### src/rtl/ysyx_23060061_ifu_prefetch.sv
// Pipelined prefetching IFU: credit-limited sequential fetch into a FIFO queue, flushed on redirect.
// Optional feature macro IFU_PERF_CNT_EN adds pop-count and empty-stall performance counters.
module ysyx_23060061_ifu_prefetch #(
  parameter int XLEN = 32,
  parameter int ADDR_W = 32,
  parameter int FQ_DEPTH = 4,
  parameter logic [ADDR_W-1:0] RESET_PC = ADDR_W'(32'h8000_0000)
) (
  input  logic              clk,
  input  logic              rst,
  input  logic              redirect_valid,
  input  logic [ADDR_W-1:0] redirect_pc,
  output logic              mem_req_valid,
  input  logic              mem_req_ready,
  output logic [ADDR_W-1:0] mem_req_addr,
  input  logic              mem_rsp_valid,
  input  logic [XLEN-1:0]   mem_rsp_data,
  output logic              inst_valid,
  input  logic              inst_ready,
  output logic [XLEN-1:0]   inst,
  output logic [ADDR_W-1:0] inst_pc
`ifdef IFU_PERF_CNT_EN
  ,
  output logic [63:0]       perf_fetch_cnt,
  output logic [63:0]       perf_stall_cnt
`endif
);

  localparam int PW = $clog2(FQ_DEPTH);
  localparam int CW = PW + 1;
  localparam logic [CW-1:0] DEPTH_C = CW'(FQ_DEPTH);
  localparam logic [ADDR_W-1:0] STEP_C = ADDR_W'(4);

  logic [ADDR_W-1:0] fetch_pc_r;
  logic [ADDR_W-1:0] rsp_pc_r;
  logic [XLEN-1:0]   q_inst_r [FQ_DEPTH];
  logic [ADDR_W-1:0] q_pc_r   [FQ_DEPTH];
  logic [PW-1:0]     wptr_r;
  logic [PW-1:0]     rptr_r;
  logic [CW-1:0]     q_count_r;
  logic [CW-1:0]     outstanding_r;
  logic [CW-1:0]     drop_cnt_r;
  logic [XLEN-1:0]   last_inst_r;
  logic [ADDR_W-1:0] last_pc_r;
  logic              run_r;

  logic [CW-1:0]     credits_s;
  logic [CW-1:0]     outstanding_nxt_s;
  logic              req_fire_s;
  logic              pop_s;
  logic              push_s;
  logic              drop_s;

  // Queued entries plus in-flight requests never exceed the queue size, so responses need no back-pressure.
  assign credits_s         = q_count_r + outstanding_r;
  assign mem_req_valid     = run_r && !redirect_valid && (credits_s < DEPTH_C);
  assign mem_req_addr      = fetch_pc_r;
  assign req_fire_s        = mem_req_valid && mem_req_ready;
  assign pop_s             = inst_valid && inst_ready;
  assign push_s            = mem_rsp_valid && (drop_cnt_r == {CW{1'b0}});
  assign drop_s            = mem_rsp_valid && (drop_cnt_r != {CW{1'b0}});
  assign outstanding_nxt_s = outstanding_r + CW'(req_fire_s) - CW'(mem_rsp_valid);

  // An empty queue keeps presenting the most recently consumed entry.
  assign inst_valid = (q_count_r != {CW{1'b0}});
  assign inst       = inst_valid ? q_inst_r[rptr_r] : last_inst_r;
  assign inst_pc    = inst_valid ? q_pc_r[rptr_r]   : last_pc_r;

  // Fetch, response and queue state; a redirect overrides everything except the pop bookkeeping.
  always_ff @(posedge clk or posedge rst) begin
    if (rst) begin
      fetch_pc_r    <= RESET_PC;
      rsp_pc_r      <= RESET_PC;
      wptr_r        <= {PW{1'b0}};
      rptr_r        <= {PW{1'b0}};
      q_count_r     <= {CW{1'b0}};
      outstanding_r <= {CW{1'b0}};
      drop_cnt_r    <= {CW{1'b0}};
      last_inst_r   <= {XLEN{1'b0}};
      last_pc_r     <= {ADDR_W{1'b0}};
      run_r         <= 1'b0;
      for (int i = 0; i < FQ_DEPTH; i++) begin
        q_inst_r[i] <= {XLEN{1'b0}};
        q_pc_r[i]   <= {ADDR_W{1'b0}};
      end
    end else begin
      run_r         <= 1'b1;
      outstanding_r <= outstanding_nxt_s;
      if (pop_s) begin
        last_inst_r <= q_inst_r[rptr_r];
        last_pc_r   <= q_pc_r[rptr_r];
      end
      if (redirect_valid) begin
        // Every request still in flight after this cycle belongs to the old stream.
        fetch_pc_r <= redirect_pc;
        rsp_pc_r   <= redirect_pc;
        drop_cnt_r <= outstanding_nxt_s;
        wptr_r     <= {PW{1'b0}};
        rptr_r     <= {PW{1'b0}};
        q_count_r  <= {CW{1'b0}};
      end else begin
        if (req_fire_s) begin
          fetch_pc_r <= fetch_pc_r + STEP_C;
        end
        if (drop_s) begin
          drop_cnt_r <= drop_cnt_r - CW'(1'b1);
        end
        if (push_s) begin
          q_inst_r[wptr_r] <= mem_rsp_data;
          q_pc_r[wptr_r]   <= rsp_pc_r;
          wptr_r           <= wptr_r + PW'(1'b1);
          rsp_pc_r         <= rsp_pc_r + STEP_C;
        end
        if (pop_s) begin
          rptr_r <= rptr_r + PW'(1'b1);
        end
        q_count_r <= q_count_r + CW'(push_s) - CW'(pop_s);
      end
    end
  end

`ifdef IFU_PERF_CNT_EN
  // Performance counters survive redirects and wrap naturally.
  always_ff @(posedge clk or posedge rst) begin
    if (rst) begin
      perf_fetch_cnt <= 64'd0;
      perf_stall_cnt <= 64'd0;
    end else begin
      if (pop_s) begin
        perf_fetch_cnt <= perf_fetch_cnt + 64'd1;
      end
      if (inst_ready && !inst_valid) begin
        perf_stall_cnt <= perf_stall_cnt + 64'd1;
      end
    end
  end
`endif

endmodule

### config.mk
export PLATFORM = sky130hd
export DESIGN_NAME = ysyx_23060061_ifu_prefetch
export DESIGN_NICKNAME = d
export VERILOG_FILES = /design/src/rtl/ysyx_23060061_ifu_prefetch.sv
export SDC_FILE = /design/constraint.sdc
export NUM_CORES = 1
export LEC_CHECK = 0
export BUFFER_PORTS_ARGS = -buffer_cell sky130_fd_sc_hd__buf_2
export CAP_MARGIN = 20
export CORE_MARGIN = 8
export CORE_UTILIZATION = 35
export DETAILED_ROUTE_END_ITERATION = 10
export SETUP_SLACK_MARGIN = 0.15
export SYNTH_ARGS = -nofsm -noshare
export SYNTH_HDL_FRONTEND = slang
export SYNTH_SLANG_ARGS = --single-unit
### constraint.sdc
create_clock -name clk -period 29.2 [get_ports clk]
set_clock_uncertainty 0.05 [all_clocks]
set_input_delay 2.92 -clock clk [delete_from_list [all_inputs] [get_ports clk]]
set_output_delay 2.92 -clock clk [all_outputs]
set_load 0.005 [all_outputs]
; After elaboration in Yosys (flattened, before gate mapping)
; Index checks and enable logic that the tools add are counted.
[word_totals]
ff_bits = 398
output_inout_bits = 98
wordCells = 74
inputBits = 70
[op_classes]
bitwise_logic = 3
n_lt_le_gt_ge = 4
mux = 23
n_addsub = 10
reduce_logical = 16
[ops]
columns = op, n
row1 = two-way mux 32 bit, 11
row2 = bitwise mux 128 bit, 2
row3 = binary-select mux 32 bit (select 2 bit), 2
row4 = "adder 32 x 3 -> 32 bit, second input constant", 2
row5 = demux 32 bit (select 2 bit), 1
row6 = two-way mux 3 bit, 3
row7 = two-way mux 2 bit, 4
row8 = nonzero test 2 bit, 4
row9 = logical AND 1 bit, 7
row10 = adder 3 x 1 -> 3 bit, 2
row11 = ">= comparator 3 bit, second input constant", 2
row12 = NOT 2 -> 3 bit, 2
row13 = nonzero test 3 bit, 2
row14 = subtractor 3 x 1 -> 3 bit, 2
row15 = "adder 2 x 1 -> 2 bit, second input constant", 2
row16 = adder 3 bit, 1
row17 = zero test 3 bit, 1
row18 = "< comparator 3 x 1 -> 1 bit, second input constant", 1
row19 = "< comparator 3 bit, second input constant", 1
row20 = "subtractor 3 x 1 -> 3 bit, second input constant", 1
row21 = AND reduction 2 bit, 1
row22 = zero test 1 bit, 1
row23 = NOT 1 bit, 1

; Logic depth before layout (Yosys ltp)
; Gate-level depths: netlist of run 1.
[depth]
word_depth = 7
mapped_depth = 13
ltp_nobuf = 12

; Least setup slack after synthesis of run 1
; No wires, ideal clock.
[synth_path]
path_type = input port to output port
start = input port redirect_valid
end = output port mem_req_valid
required_time_ns = 26.230
arrival_time_ns = 3.470
stages = 3
path_slack_ns = 22.760
n_path_buf = 1
cell_sequence = inv_1 -> clkbuf_1 -> and3_1
[synth_between]
elab_chain_cells = 3
[synth_lines]
columns = element, line
row1 = from (decl), 11  ; input logic redirect_valid,
row2 = zero test 1 bit, 56  ; assign mem_req_valid = run_r && !redirect_valid && (credits_s < DEPTH_C);
row3 = logical AND 1 bit (2 in a row), 56
row4 = to (decl), 13  ; output logic mem_req_valid,
; Every way passes these cells.

; Worst setup path after layout of run 1
; Same ends and word-level chain as after synthesis.

==> impl_metrics.env, run 1 <==
export IMPL_synthesis_instances=1314
export IMPL_core_sq_um=52400
export IMPL_route_met2_wl_um=20200
export IMPL_cts_hold_buffers=0
export IMPL_syn_to_final_growth_pct=16.5
export IMPL_start_kind="primary input"
export IMPL_insertion_delay_ns=0.59
export IMPL_worstPathRequired_ns=26.23
export IMPL_wl_met3_um=2390
export IMPL_cellPowerDensity_nw_per_um2=93.0
export IMPL_holdWs_ns=0.428
export IMPL_grt_max_degree=106
export IMPL_antenna_found_initial=1
export IMPL_ys_seq_area_frac=0.537
export IMPL_synth_area_sq_um=18500
export IMPL_wl_per_cell_um=20.4
export IMPL_viasPerCell=5.15
export IMPL_dp_hpwl_um=28200
export IMPL_grt_overflow=0
export IMPL_rsz0062_at_grt="false"
export IMPL_root_buffer="clkbuf_16"
export IMPL_htreeDepth=2
export IMPL_seq_area_sq_um=9970
export IMPL_syn_num_nets=1399
export IMPL_port_buffers=167
export IMPL_dr_max_layer_used="met5"
export IMPL_worstPathArrival_ns=4.37
export IMPL_finalCritPeriodShare=0.251
export IMPL_cts_tree="done"
export IMPL_cts_max_path_buffers=3
export IMPL_drv_cap=0
export IMPL_drive_above_1_share=0.487
export IMPL_path_class="in -> out"
export IMPL_finalWirelength_um=44400
export IMPL_rows=84
export IMPL_post_cts_buffers=0
export IMPL_tightest_slew_ns=0.972
export IMPL_setup_viol=0
export IMPL_die_w_um=246
export IMPL_place_congestion=0.845
export IMPL_status="completed"
export IMPL_placed_cells=2097
export IMPL_hold_viol=0
export IMPL_multi_input_area_sq_um=8150
export IMPL_track_usage=0.149
export IMPL_final_antenna_net_count=0
export IMPL_fmax_mhz=136
export IMPL_nFillCells=4818
export IMPL_ys_ff_latch=398
export IMPL_yosys_warnings=0
export IMPL_syn_area_per_cell_sq_um=14.1
export IMPL_cts_reportedPaths_clkPinSlew_ns=0.06
export IMPL_max_slew_margin=0.352
export IMPL_slowest_delay_ns=0.53
export IMPL_die_y_um=246
export IMPL_ir_drop_mv=0.0480
export IMPL_finalCriticalPeriod_ns=7.34
export IMPL_io_pins=168
export IMPL_path_max_fanout=59
export IMPL_antenna_cells=0
export IMPL_path_cells="buf_2, buf_4, inv_1, buf_4, and3_1, buf_2"
export IMPL_wl_met1_um=20700
export IMPL_final_cell_mix="dfrtp_1, mux2_2, buf_2, mux4_2, nand2_1"
export IMPL_remaining_drc_errors=0
export IMPL_setup_tns_ns=0
export IMPL_initial_core_util=0.353
export IMPL_final_common_cell="dfrtp_1"
export IMPL_grt_first_pass_wirelength_um=71500
export IMPL_critPathSlowestCell="buf_4"
export IMPL_yosysUniqueCellTypes=54
export IMPL_cp_end_kind="output pin"
export IMPL_vias=11200
export IMPL_cts_made_buffers=44
export IMPL_hold_class="reg -> reg"
export IMPL_clock_sinks=398
export IMPL_grt_pass1_vias=12200
export IMPL_postCtsResizedCells=0
export IMPL_dieArea_sq_um=60600
export IMPL_drt_iter0_drc=606
export IMPL_p_leak_nw=9.87
export IMPL_nets=1542
export IMPL_slew_viol_final=0
export IMPL_final_cells=2181
export IMPL_drt_pass1_iter_count=4
[routing by layer]
metal | vias to the layer above | global-route usage
li1 | 5088 | -
met1 | 5827 | 0.205
met2 | 243 | 0.232
met3 | 69 | 0.0321
met4 | 2 | 0.0470
met5 | - | 0
[report_power, final]
group,switching (W),internal (W)
clock,0.000234,0.000351
sequential,0.0000923,0.000685
combinational,0.000279,0.000366
[kinds of logic after synthesis]
kind of cell               synth area share
adders and majority gates            0.0109
xor gates and xnor gates             0.0279
other                              0.000202
AOI/OAI and AO/OA                    0.0294
DFF                                   0.537
buffers and inverters                0.0250
and+or+nand+nor                      0.0589
muxes                                 0.310
[through the flow]
step	setup slack (ns)	utilization	cell area (sq um)	total power [W]
global placement	21.87	0.382	20000	0.00142
global route	21.73	0.412	21600	0.00213
floorplan	15.17	-	18500	0.00121
detailed placement	21.86	0.382	20000	0.00144
finish	21.86	0.412	21600	0.00201
CTS	21.86	0.411	21500	0.00204
[critical path, delay by kind of cell]
family / cells / cell delay (ns)
buf+inv: 5 / 1.14
simple gates: 1 / 0.27
[Yosys cell counts (all sizes together)]
library cell,number,area [sq um]
o311ai,4,35.0
a21oi,11,55.1
nand2b,13,81.3
inv,20,75.1
buf,57,273
nand4,18,134
o31ai,2,15.0
o21a,2,15.0
conb,1,3.75
o2111ai,1,8.76
and4,5,43.8
and4b,1,10.0
a21boi,19,143
nand3,23,120
a211oi,1,7.51
a41o,1,10.0
and3,13,81.3
clkbuf,31,116
nand2,63,236
xor2,18,158
or4,3,26.3
nor4,15,115
nor2,23,86.3
nor3,15,95.1
o21ai,31,155
xnor2,41,359
mux4,64,1440
o31a,4,35.0
mux2i,3,30.0
fa,2,40.0
or2,1,6.26
dfrtp,396,9910
or4b,1,10.0
ha,13,163
o311a,1,10.0
nor2b,1,6.26
or3,1,6.26
dfstp,2,52.6
and3b,1,8.76
a31oi,4,25.0
o211ai,4,30.0
and2,4,25.0
mux2,380,4280
[path summary, 6_finish.rpt]
kind / start / slack (ns) / end / depth (start not counted)
max: redirect_valid / 21.86 / mem_req_valid / 6
min: q_pc_r[96] / 0.43 / q_pc_r[96] / 2
max in group asynchronous: rst / 24.44 / q_inst_r[112] / 4
min reg2reg: q_pc_r[96] / 0.43 / q_pc_r[96] / 2
max reg2reg: q_count_r[1] / 25.91 / drop_cnt_r[2] / 13
min in group asynchronous: rst / 2.41 / q_inst_r[126] / 2
[flip-flops by register name (all words and copies together), names as in the netlist, 3 cells and up]
name	count
mem_req_addr	32
last_inst_r	32
rsp_pc_r	32
q_pc_r	128
last_pc_r	32
q_inst_r	128
q_count_r	3
drop_cnt_r	3
outstanding_r	3
[final cells by class]
cell class	count	share of cell area
sequential	398	0.462
clock buffer	54	0.0546
multi-input combinational	808	0.377
timing repair buffer	185	0.0468
clock inverter	28	0.0162
tap	688	0.0399
inverter	20	0.00382
Power figures use the tool's default switching activity.
==> run 2, diff against run 1 <==
- clock period: 29.2 -> 7.1 ns (I/O delays scaled with it)
==> impl_metrics.env, run 2 (synthesis gave the netlist of run 1 again) <==
export IMPL_port_buffers=167
export IMPL_insertion_delay_ns=0.57
export IMPL_worstPathRequired_ns=6.34
export IMPL_root_buffer="clkbuf_16"
export IMPL_drt_iter0_drc=486
export IMPL_hold_viol=0
export IMPL_cts_max_path_buffers=3
export IMPL_rows=84
export IMPL_grt_max_degree=171
export IMPL_setup_viol=0
export IMPL_cts_made_buffers=45
export IMPL_finalCritPeriodShare=0.566
export IMPL_ir_drop_mv=0.176
export IMPL_drive_above_1_share=0.481
export IMPL_final_area_sq_um=21500
export IMPL_holdWs_ns=0.169
export IMPL_cts_tree="done"
export IMPL_dp_hpwl_um=28700
export IMPL_grt_pass1_vias=12200
export IMPL_cts_reportedPaths_clkPinSlew_ns=0.06
export IMPL_grt_overflow=0
export IMPL_postPlaceCellArea_sq_um=20000
export IMPL_tightest_slew_ns=1.10
export IMPL_cellPowerDensity_nw_per_um2=376
export IMPL_p_leak_nw=9.78
export IMPL_nFillCells=4837
export IMPL_remaining_drc_errors=0
export IMPL_cp_end_kind="output pin"
export IMPL_clock_sinks=398
export IMPL_place_congestion=0.833
export IMPL_post_cts_buffers=0
export IMPL_dieArea_sq_um=60600
export IMPL_core_sq_um=52400
export IMPL_die_y_um=246
export IMPL_htreeDepth=2
export IMPL_fmax_mhz=249
export IMPL_nets=1540
export IMPL_largestRegisters="q_inst_r (128), q_pc_r (128)"
export IMPL_die_w_um=246
export IMPL_path_max_fanout=36
export IMPL_status="completed"
export IMPL_cts_hold_buffers=0
export IMPL_drv_cap=0
export IMPL_io_pins=168
export IMPL_antenna_found_initial=1
export IMPL_finalCriticalPeriod_ns=4.02
export IMPL_final_cell_mix="dfrtp_1, mux2_2, buf_2, mux4_2, nand2_1"
export IMPL_vias=11200
export IMPL_initial_core_util=0.353
export IMPL_final_common_cell="dfrtp_1"
export IMPL_worstPathArrival_ns=3.26
export IMPL_wl_per_cell_um=20.2
export IMPL_finalWirelength_um=44000
export IMPL_seq_area_sq_um=9970
export IMPL_hold_class="in -> async"
export IMPL_drt_pass1_iter_count=6
export IMPL_slew_viol_final=0
export IMPL_viasPerCell=5.14
export IMPL_dp_slack_ns=3.42
export IMPL_path_class="reg -> out"
export IMPL_start_kind="register"
export IMPL_multi_input_area_sq_um=8150
export IMPL_final_antenna_net_count=0
export IMPL_fin_ws_ns=3.08
export IMPL_syn_to_final_growth_pct=16.0
export IMPL_setup_tns_ns=0
export IMPL_max_slew_margin=0.267
export IMPL_track_usage=0.146
export IMPL_rsz0062_at_grt="false"
export IMPL_postCtsResizedCells=0
export IMPL_grt_first_pass_wirelength_um=70700
==> run 2: changes by cell type in the layout (fill, tap and decap cells not counted), moves of 2 or more <==
| cell | before | now |
|---|---|---|
| clkinv_2 | 17 | 2 |
| clkbuf_8 | 4 | 14 |
| clkbuf_1 | 6 | 13 |
| bufinv_16 | 7 | 1 |
| clkinvlp_4 | 0 | 4 |
| buf_16 | 2 | 0 |
| buf_4 | 16 | 14 |
==> run 2: per-layer routing <==
metal / vias to the layer above / track usage / part of all wire
met1: 5792 / 0.198 / 0.45
met5: - / 0 / 0.00023
met2: 267 / 0.235 / 0.47
met3: 49 / 0.0350 / 0.057
met4: 2 / 0.0305 / 0.015
li1: 5074 / - / -
==> run 2: critical path, cell delays in order, from the launching register on <==
cell,delay [ns]
dfrtp_4,0.88
buf_4,0.74
mux4_2,0.60
mux2_2,0.32
buf_2,0.14
==> run 2: where the power goes <==
part / total, W / internal [W] / switching (W) / leakage, nW
Clock: 0.00229 / 0.00136 / 0.000931 / 0.711
Sequential: 0.00319 / 0.00282 / 0.000376 / 5.13
Combinational: 0.00261 / 0.00147 / 0.00113 / 3.94
Total: 0.00809 / 0.00565 / 0.00244 / 9.78
==> run 2: path summary, 6_finish.rpt <==
kind / startpoint / end / slack, ns / cells past startpoint
min: rst / rptr_r[1] / 0.17 / 2
max reg2reg: q_count_r[1] / drop_cnt_r[2] / 3.36 / 12
max in group asynchronous: rst / q_inst_r[64] / 4.91 / 4
min in group clk: mem_rsp_data[30] / q_inst_r[94] / 0.37 / 2
max: rptr_r[0] / inst_pc[27] / 3.08 / 4
min reg2reg: q_pc_r[46] / q_pc_r[46] / 0.43 / 2
==> run 2: stage by stage <==
step,total power (W),utilization,instances
6_report,0.00809,0.410,2177
5_1_grt,0.00860,0.410,2176
4_1_cts,0.00825,0.410,2176
3_5_place_dp,0.00590,0.382,2096
3_3_place_gp,0.00582,0.382,2096
2_1_floorplan,0.00499,-,1314
==> run 2: layout make-up <==
class	instances	share of cell area
antenna	1	0.000116
clock buffer	72	0.0636
clock inverter	8	0.00506
inverter	20	0.00367
multi-input combinational	808	0.379
sequential	398	0.464
tap	688	0.0400
timing repair buffer	182	0.0447
